===== config.mk =====
export PLATFORM = sky130hd
export DESIGN_NAME = la_iopwrseq
export DESIGN_NICKNAME = d
export VERILOG_FILES = /design/src/rtl/la_iopwrseq.sv
export SDC_FILE = /design/constraint.sdc
export NUM_CORES = 1
export LEC_CHECK = 0
export CAP_MARGIN = 40
export CORE_MARGIN = 2
export CORE_UTILIZATION = 59
export DETAILED_ROUTE_END_ITERATION = 6
export GPL_TIMING_DRIVEN = 0
export PLACE_DENSITY = 0.95
export SLEW_MARGIN = 40
export SYNTH_ARGS = -nofsm -noshare
export SYNTH_HDL_FRONTEND = slang
export SYNTH_SLANG_ARGS = --single-unit

===== constraint.sdc =====
create_clock -name clk -period 5.38 [get_ports clk]
set_input_delay 1.614 -clock clk [delete_from_list [all_inputs] [get_ports clk]]
set_output_delay 1.614 -clock clk [all_outputs]
set_load 0.01 [all_outputs]

===== src/rtl/la_iopwrseq.sv =====
`default_nettype none
// ============================================================================
// Module      : la_iopwrseq
// Description : IO-ring power sequencer. Qualifies the analog supply-good
//               indication, then enables ring segments in a fixed staged
//               order and disables them in reverse. Supply loss while any
//               segment is powered forces every segment off and raises a
//               sticky fault that clears only when the power request drops.
// Revision    : 1.0 - initial release
// ============================================================================
module la_iopwrseq #(
   parameter int NSTAGE   = 4,   // number of sequenced ring segments (1..8)
   parameter int RINGW    = 8,   // ioring bus width, >= NSTAGE+1
   parameter int CNTW     = 16,  // stage delay counter width
   parameter int DEBOUNCE = 16   // consecutive vgood-high cycles before ramp
) (
   input  logic              clk,
   input  logic              nreset,
   input  logic              en,
   input  logic              vgood,
   input  logic [CNTW-1:0]   delay,
   output logic [NSTAGE-1:0] stage_en,
   output logic [RINGW-1:0]  ioring,
   output logic              ready,
   output logic              fault,
   output logic              busy
);

   // ------------------------------------------------------------------------
   // Constants
   // ------------------------------------------------------------------------
   localparam int c_IDXW = (NSTAGE > 1)   ? $clog2(NSTAGE)   : 1;
   localparam int c_DBW  = (DEBOUNCE > 1) ? $clog2(DEBOUNCE) : 1;

   localparam logic [c_IDXW-1:0] c_IDX_LAST = c_IDXW'(NSTAGE - 1);
   localparam logic [c_DBW-1:0]  c_DB_LAST  = c_DBW'(DEBOUNCE - 1);
   localparam logic [NSTAGE-1:0] c_STAGE0   = NSTAGE'(1);

   localparam logic [2:0] c_ST_OFF   = 3'd0;
   localparam logic [2:0] c_ST_DEB   = 3'd1;
   localparam logic [2:0] c_ST_RAMP  = 3'd2;
   localparam logic [2:0] c_ST_ON    = 3'd3;
   localparam logic [2:0] c_ST_DOWN  = 3'd4;
   localparam logic [2:0] c_ST_FAULT = 3'd5;

   // ------------------------------------------------------------------------
   // Registers and next-state wires
   // ------------------------------------------------------------------------
   logic              r_vg_m;
   logic              r_vg_s;
   logic [2:0]        r_state;
   logic [2:0]        w_state_nxt;

   logic [NSTAGE-1:0] r_stage_en;
   logic [NSTAGE-1:0] w_stage_en_nxt;
   logic              r_ready;
   logic              w_ready_nxt;
   logic              r_fault;
   logic              w_fault_nxt;
   logic              r_busy;
   logic              w_busy_nxt;

   logic [c_DBW-1:0]  r_dbcnt;
   logic [c_DBW-1:0]  w_dbcnt_nxt;
   logic [CNTW-1:0]   r_timer;
   logic [CNTW-1:0]   w_timer_nxt;
   logic [c_IDXW-1:0] r_idx;
   logic [c_IDXW-1:0] w_idx_nxt;

   logic              w_timer_zero;
   logic              w_down_empty;
   logic [NSTAGE-1:0] w_stage_dn;
   logic [NSTAGE-1:0] w_stage_up;
   logic [RINGW-1:0]  w_ioring;

   // Segments are always enabled from bit 0 upward, so stage_en is a
   // thermometer code: shifting right drops the highest enabled segment and
   // shifting left with a 1 fill enables the next one.
   assign w_stage_dn   = r_stage_en >> 1;
   assign w_stage_up   = (r_stage_en << 1) | c_STAGE0;
   assign w_down_empty = (w_stage_dn == '0);
   assign w_timer_zero = (r_timer == '0);

   // Two-flop synchronizer for the asynchronous supply-good pin
   always_ff @(posedge clk or negedge nreset) begin
      if (!nreset) begin
         r_vg_m <= 1'b0;
         r_vg_s <= 1'b0;
      end else begin
         r_vg_m <= vgood;
         r_vg_s <= r_vg_m;
      end
   end

   // State register
   always_ff @(posedge clk or negedge nreset) begin
      if (!nreset) begin
         r_state <= c_ST_OFF;
      end else begin
         r_state <= w_state_nxt;
      end
   end

   // Next-state logic; supply loss takes priority over a dropped request
   always_comb begin
      w_state_nxt = r_state;
      case (r_state)
         c_ST_OFF: begin
            if (en && r_vg_s) w_state_nxt = c_ST_DEB;
         end
         c_ST_DEB: begin
            if (!en)
               w_state_nxt = c_ST_OFF;
            else if (r_vg_s && (r_dbcnt == c_DB_LAST))
               w_state_nxt = c_ST_RAMP;
         end
         c_ST_RAMP: begin
            if (!r_vg_s)
               w_state_nxt = c_ST_FAULT;
            else if (!en)
               w_state_nxt = w_down_empty ? c_ST_OFF : c_ST_DOWN;
            else if (w_timer_zero && (r_idx == c_IDX_LAST))
               w_state_nxt = c_ST_ON;
         end
         c_ST_ON: begin
            if (!r_vg_s)
               w_state_nxt = c_ST_FAULT;
            else if (!en)
               w_state_nxt = w_down_empty ? c_ST_OFF : c_ST_DOWN;
         end
         c_ST_DOWN: begin
            if (!r_vg_s)
               w_state_nxt = c_ST_FAULT;
            else if (w_timer_zero && w_down_empty)
               w_state_nxt = c_ST_OFF;
         end
         c_ST_FAULT: begin
            if (!en) w_state_nxt = c_ST_OFF;
         end
         default: w_state_nxt = c_ST_OFF;
      endcase
   end

   // Output and counter next values, registered below
   always_comb begin
      w_stage_en_nxt = r_stage_en;
      w_ready_nxt    = r_ready;
      w_fault_nxt    = r_fault;
      w_busy_nxt     = r_busy;
      w_dbcnt_nxt    = r_dbcnt;
      w_timer_nxt    = r_timer;
      w_idx_nxt      = r_idx;
      case (r_state)
         c_ST_OFF: begin
            w_stage_en_nxt = '0;
            w_ready_nxt    = 1'b0;
            w_fault_nxt    = 1'b0;
            w_busy_nxt     = 1'b0;
            if (en && r_vg_s) w_dbcnt_nxt = '0;
         end
         c_ST_DEB: begin
            if (en) begin
               if (!r_vg_s) begin
                  // any low cycle restarts the qualification window
                  w_dbcnt_nxt = '0;
               end else if (r_dbcnt == c_DB_LAST) begin
                  w_stage_en_nxt = c_STAGE0;
                  w_idx_nxt      = '0;
                  w_timer_nxt    = delay;
                  w_busy_nxt     = 1'b1;
               end else begin
                  w_dbcnt_nxt = r_dbcnt + 1'b1;
               end
            end
         end
         c_ST_RAMP: begin
            if (!r_vg_s) begin
               w_stage_en_nxt = '0;
               w_ready_nxt    = 1'b0;
               w_busy_nxt     = 1'b0;
               w_fault_nxt    = 1'b1;
            end else if (!en) begin
               w_stage_en_nxt = w_stage_dn;
               w_ready_nxt    = 1'b0;
               w_timer_nxt    = delay;
               w_busy_nxt     = !w_down_empty;
            end else if (w_timer_zero) begin
               if (r_idx != c_IDX_LAST) begin
                  w_idx_nxt      = r_idx + 1'b1;
                  w_stage_en_nxt = w_stage_up;
                  w_timer_nxt    = delay;
               end else begin
                  w_ready_nxt = 1'b1;
                  w_busy_nxt  = 1'b0;
               end
            end else begin
               w_timer_nxt = r_timer - 1'b1;
            end
         end
         c_ST_ON: begin
            if (!r_vg_s) begin
               w_stage_en_nxt = '0;
               w_ready_nxt    = 1'b0;
               w_busy_nxt     = 1'b0;
               w_fault_nxt    = 1'b1;
            end else if (!en) begin
               w_stage_en_nxt = w_stage_dn;
               w_ready_nxt    = 1'b0;
               w_timer_nxt    = delay;
               w_busy_nxt     = !w_down_empty;
            end
         end
         c_ST_DOWN: begin
            if (!r_vg_s) begin
               w_stage_en_nxt = '0;
               w_ready_nxt    = 1'b0;
               w_busy_nxt     = 1'b0;
               w_fault_nxt    = 1'b1;
            end else if (w_timer_zero) begin
               w_stage_en_nxt = w_stage_dn;
               w_timer_nxt    = delay;
               w_busy_nxt     = !w_down_empty;
            end else begin
               w_timer_nxt = r_timer - 1'b1;
            end
         end
         c_ST_FAULT: begin
            w_stage_en_nxt = '0;
            w_ready_nxt    = 1'b0;
            w_busy_nxt     = 1'b0;
            w_fault_nxt    = en;
         end
         default: begin
            w_stage_en_nxt = '0;
            w_ready_nxt    = 1'b0;
            w_fault_nxt    = 1'b0;
            w_busy_nxt     = 1'b0;
         end
      endcase
   end

   // Registered outputs and sequencing counters
   always_ff @(posedge clk or negedge nreset) begin
      if (!nreset) begin
         r_stage_en <= '0;
         r_ready    <= 1'b0;
         r_fault    <= 1'b0;
         r_busy     <= 1'b0;
         r_dbcnt    <= '0;
         r_timer    <= '0;
         r_idx      <= '0;
      end else begin
         r_stage_en <= w_stage_en_nxt;
         r_ready    <= w_ready_nxt;
         r_fault    <= w_fault_nxt;
         r_busy     <= w_busy_nxt;
         r_dbcnt    <= w_dbcnt_nxt;
         r_timer    <= w_timer_nxt;
         r_idx      <= w_idx_nxt;
      end
   end

   // Ring bus: segment enables in the low bits, ready in the top bit
   always_comb begin
      w_ioring                = '0;
      w_ioring[NSTAGE-1:0]    = r_stage_en;
      w_ioring[RINGW-1]       = r_ready;
   end

   assign stage_en = r_stage_en;
   assign ioring   = w_ioring;
   assign ready    = r_ready;
   assign fault    = r_fault;
   assign busy     = r_busy;

endmodule
`default_nettype wire


== Word-level counts from Yosys, hierarchy flattened ==
Index checks and enable logic that the tools add are counted.

* Flip-flop bits (word level): 34

* Add/subtract/negate cells: 3
* Eq/ne operators: 32
* Mux-type cells: 72
* Bitwise operators: 1
* Reduce and logical (&&, ||, !) cells: 20

{| class="wikitable"
|+ Operator list
! cell !! number
|-
| $mux W16 || 11
|-
| $pmux W16 S4 || 1
|-
| $mux W4 || 15
|-
| $mux W3 || 12
|-
| $ne A2 B2 Y1 const B || 15
|-
| $ne A4 B4 Y1 const B || 5
|-
| $mux W1 || 19
|-
| $pmux W3 S6 || 1
|-
| $logic_not A16 Y1 || 1
|-
| $pmux W4 S4 || 1
|-
| $sub A16 B1 Y16 const B || 1
|-
| $ne A3 B3 Y1 const B || 5
|-
| $mux W2 || 7
|-
| $reduce_and A7 Y1 || 2
|-
| $reduce_and A9 Y1 || 1
|-
| $pmux W1 S4 || 2
|-
| $pmux W4 S2 || 1
|-
| $reduce_and A8 Y1 || 1
|-
| $eq A3 B2 Y1 const B || 2
|-
| $eq A3 B3 Y1 const B || 2
|-
| $reduce_and A6 Y1 || 1
|-
| $reduce_and A5 Y1 || 1
|-
| $add A4 B1 Y4 const B || 1
|-
| $eq A4 B4 Y1 const B || 1
|-
| 15 further kinds || 19
|}

== Depth between registers and ports, before layout ==
* Depth after elaboration: 6
* Depth in mapped cells: 9
* Mapped depth without buffers: 7

== Worst setup path before layout ==
Ideal clock, no wire load.

* Kind: input-to-reg
* From: input port en
* To: register r_timer[2]
* Library setup time: 123 ps
* Arrival: 2,896 ps
* Setup slack: 2,362 ps
* Cell stages on the path: 6
* Cells stage by stage: clkbuf_1 > nand3_1 > a31oi_2 > buf_2 > o211ai_1 > o2bb2ai_1

* Longest elaborated chain between the ends: 3

{| class="wikitable"
|+ RTL lines
! element !! RTL line !! source
|-
| from (decl) || 19 || <nowiki>input logic en,</nowiki>
|-
| $mux W16 || 182 || <nowiki>end else if (!en) begin</nowiki>
|-
| $mux W16 || 177 || <nowiki>if (!r_vg_s) begin</nowiki>
|-
| $pmux W16 S4 || 153 || <nowiki>case (r_state)</nowiki>
|-
| to (signal assigned) || 258 || <nowiki>r_timer <= w_timer_nxt;</nowiki>
|-
| to (decl) || 65 || <nowiki>logic [CNTW-1:0] r_timer;</nowiki>
|}

Several ways; a longest one is shown, not always the timed one. The select of a mux whose other input is x is not followed.
A chain may end at the register's enable or synchronous reset.

== Worst setup path after layout ==
* From: input port en
* To: register r_timer[12]

The elaborated chain is that of the path after synthesis.

==> flow_summary_export.csv <==
group,metric,value,unit
finish,final_area,2985,µm²
finish,drive_gt1_share,14.33,%
grt,grt_pass1_vias,2340,
clock_network,ctsHoldBuffers,0,
synth,synth_seq_cells,34,
min_path,min_from,"r_vg_m",
grt,grt_pass1_wl,10450,µm
synth,synth-edff-count,0,
timing,hold_slack,352.6,ps
timing,max_slew.worst_pin.slew,664.9,ps
die,fp.dieW,69.10,µm
drt,detail_route.wl_per_cell,16.69,µm
placed_design,placedCellCount,365,
synth,synth_area,2500,µm²
timing,setup_viol,0,
timing,max_freq,266.2,MHz
finish,final_nets,346,
finish,area.growth.synth_to_final,19.42,%
die,chipHeight,69.10,µm
drt,num_vias,2406,
die,start_util,62.05,%
clock_network,cts_tree,"built",
timing,finClkSkew,8.207,ps
critical_path,reg2regPathDepth,9,
critical_path,endpoint_kind,"register",
critical_path,criticalPathCategory,"in -> reg",
synth,synth_area_leaders,"dfrtp_1, mux2i_1, o2bb2ai_1",
grt,grtUsageTotal,26.23,%
synth,seq_area_frac_synth,34.03,%
run_status,outcome,"completed",
clock_network,cts_buffers,5,
power_and_ir_drop,ir_worst_vdd,0.1881,mV
drt,drc,0,
power_and_ir_drop,fin_total_pwr,1.131,mW
finish,diodes,0,
critical_path,regToRegStartpoint,"r_timer[0]",
placed_design,dp_hpwl,4472,µm
synth,synth_top_cell_area_share,34.03,%
synth,ys_warn_count,0,
synth,yosys.cell_types.count,51,
placed_design,routabilityCongestion,0.9126,
clock_network,cts-root-buf,"clkbuf_8",
timing,grt_setup_unrepaired,"false",
timing,slew_headroom,55.21,%
critical_path,critPathArrivalTime,3920,ps
grt,antenna_found_initial,0,
drt,drt_iter0_markers,201,
clock_network,cts-resized-gates,0,
drt,first_pass_iters,5,
placed_design,dpl_cell_area,2903,µm²
critical_path,critPathMaxFanout,10,
die,num_rows,23,
clock_network,cts_max_level,2,
power_and_ir_drop,p_leak,1.189,nW
synth,ys_async_sr_fraction,100.0,%
drt,ant_nets,0,
critical_path,r2r-end,"r_timer[4]",
synth,syn_avg_cell_area,8.896,µm²
die,ioPinCount,35,
timing,fin_crit_sh,69.81,%
clock_network,postCtsSetupBuffers,0,
critical_path,reg2reg_slack,2870,ps
min_path,holdCritPathClass,"reg -> reg",
synth,synth_largest_area_cell,"dfrtp_1",
clock_network,clock_latency,290,ps
timing,final.setup.tns,0,ps
die,die_area,4774,µm²
synth,synthFlopType,"dfrtp_1",
finish,final_cell_count_no_fill,371,
finish,nFillCells,294,
power_and_ir_drop,power_density,378.8,nW/µm²
run,maxCapViolations,0,
die,core_area,4029,µm²
min_path,min_to,"r_vg_s",
clock_network,clk_path_buf_depth,2,
drt,wirelength,6192,µm
critical_path,critPathLaunchType,"input pin",
timing,slew_violations,0,
critical_path,cp.required,5540,ps
min_path,hold_depth,0,
synth,synthCells,281,
clock_network,clock_sinks,34,
placed_design,numPortBuffers,31,
timing,fin_crit,3756,ps
clock_network,clk_transition_reported_paths,60,ps
drt,viasPerCell,6.485,
timing,hold_violations,0,
grt,grt_max_degree,22,
grt,gr-total-overflow,0,
through the flow:
step	worst slack, ps	utilization, %
3_3_place_gp	1398	71.49
4_1_cts	1668	74.10
6_report	1624	74.10
2_1_floorplan	2362	-
3_5_place_dp	1364	72.05
5_1_grt	1485	74.10
power breakdown:
| part | leakage [nW] | internal, mW | switching [mW] |
|---|---|---|---|
| Combinational | 0.732 | 0.230 | 0.263 |
| Clock | 0.0431 | 0.0986 | 0.0890 |
| Sequential | 0.414 | 0.343 | 0.107 |
how the worst max path moves through the flow:
stage / startpoint / endpoint / slack [ps] / cells after the start
floorplan: en / r_timer[2] / 2360 / 6
global placement: en / r_timer[2] / 1400 / 7
finish: en / r_timer[12] / 1620 / 7
detailed placement: en / r_timer[12] / 1360 / 7
global route: en / r_timer[12] / 1480 / 7
CTS: en / r_timer[12] / 1670 / 7
cell usage after synthesis, types with 2 or more instances:
library cell / n
nand3_1: 16
inv_1: 11
o31ai_1: 2
ha_1: 4
or3_1: 4
a2111oi_0: 2
buf_6: 2
nor2b_1: 7
nor4_1: 6
mux2i_1: 18
o2bb2ai_1: 12
o211ai_2: 7
a21oi_1: 8
o211ai_1: 6
o22ai_1: 2
buf_4: 9
nand3b_1: 2
nor2_1: 18
nor3_1: 12
mux2_2: 5
nand2b_1: 5
nand2_1: 18
and3_1: 5
o21a_1: 2
nor4b_1: 2
a22o_1: 2
nor3b_1: 4
nand4_1: 2
o21ai_0: 13
buf_2: 9
a31oi_1: 6
dfrtp_1: 34
clkbuf_1: 8
placed cells by master, fill, tap and decap left out, types with 9 or more instances in the layout:
| cell type | synthesis | layout |
|---|---|---|
| o2bb2ai_1 | 12 | 12 |
| buf_4 | 9 | 9 |
| nor3_1 | 12 | 12 |
| o21ai_0 | 13 | 13 |
| nor2_1 | 18 | 18 |
| inv_1 | 11 | 11 |
| mux2i_1 | 18 | 18 |
| nand3_1 | 16 | 16 |
| nand2_1 | 18 | 18 |
| clkdlybuf4s50_1 | 0 | 30 |
| dfrtp_1 | 34 | 34 |
| buf_2 | 9 | 10 |
registers in the layout (all words and copies together) (netlist names):
signal and cells:
fault 1, r_dbcnt 4, r_idx 2, ready 1, r_timer 16, r_state 3
r_vg_m 1, r_vg_s 1, stage_en 4, busy 1
worst max-delay path, cell delays in order:
cell,delay (ps)
clkdlybuf4s50_1,600
clkbuf_1,350
nand3_1,150
a31oi_2,560
buf_2,370
nand3_1,120
o2bb2ai_1,150
layer usage:
metal	vias up	global-route usage (%)	share of wire [%]
met2	113	44.66	50
met1	1167	32.30	42
met4	0	10.89	1.7
li1	1109	-	-
met3	17	5.263	5.5
met5	-	0	0
cell type report:
cell class / instances / area [µm²] / area share [%]
Clock buffer: 6 / 82.58 / 2.766
Buffer: 28 / 165.2 / 5.532
Sequential cell: 34 / 850.8 / 28.50
Multi-Input combinational cell: 210 / 1450 / 48.58
Tap cell: 50 / 62.56 / 2.096
Inverter: 11 / 41.29 / 1.383
Timing Repair Buffer: 32 / 332.8 / 11.15
kinds of logic after synthesis:
| kind of cell | count (synthesis) | synth area share, % |
|---|---|---|
| multiplexers | 23 | 9.459 |
| flip-flops | 34 | 34.03 |
| other | 1 | 0.1500 |
| adder cells (fa/ha/maj) | 4 | 2.002 |
| AO/OA/AOI/OAI | 71 | 21.62 |
| AND/OR/NAND/NOR | 109 | 24.47 |
| buffers and inverters | 39 | 8.258 |
No activity file was read; power rests on OpenSTA's default activity.
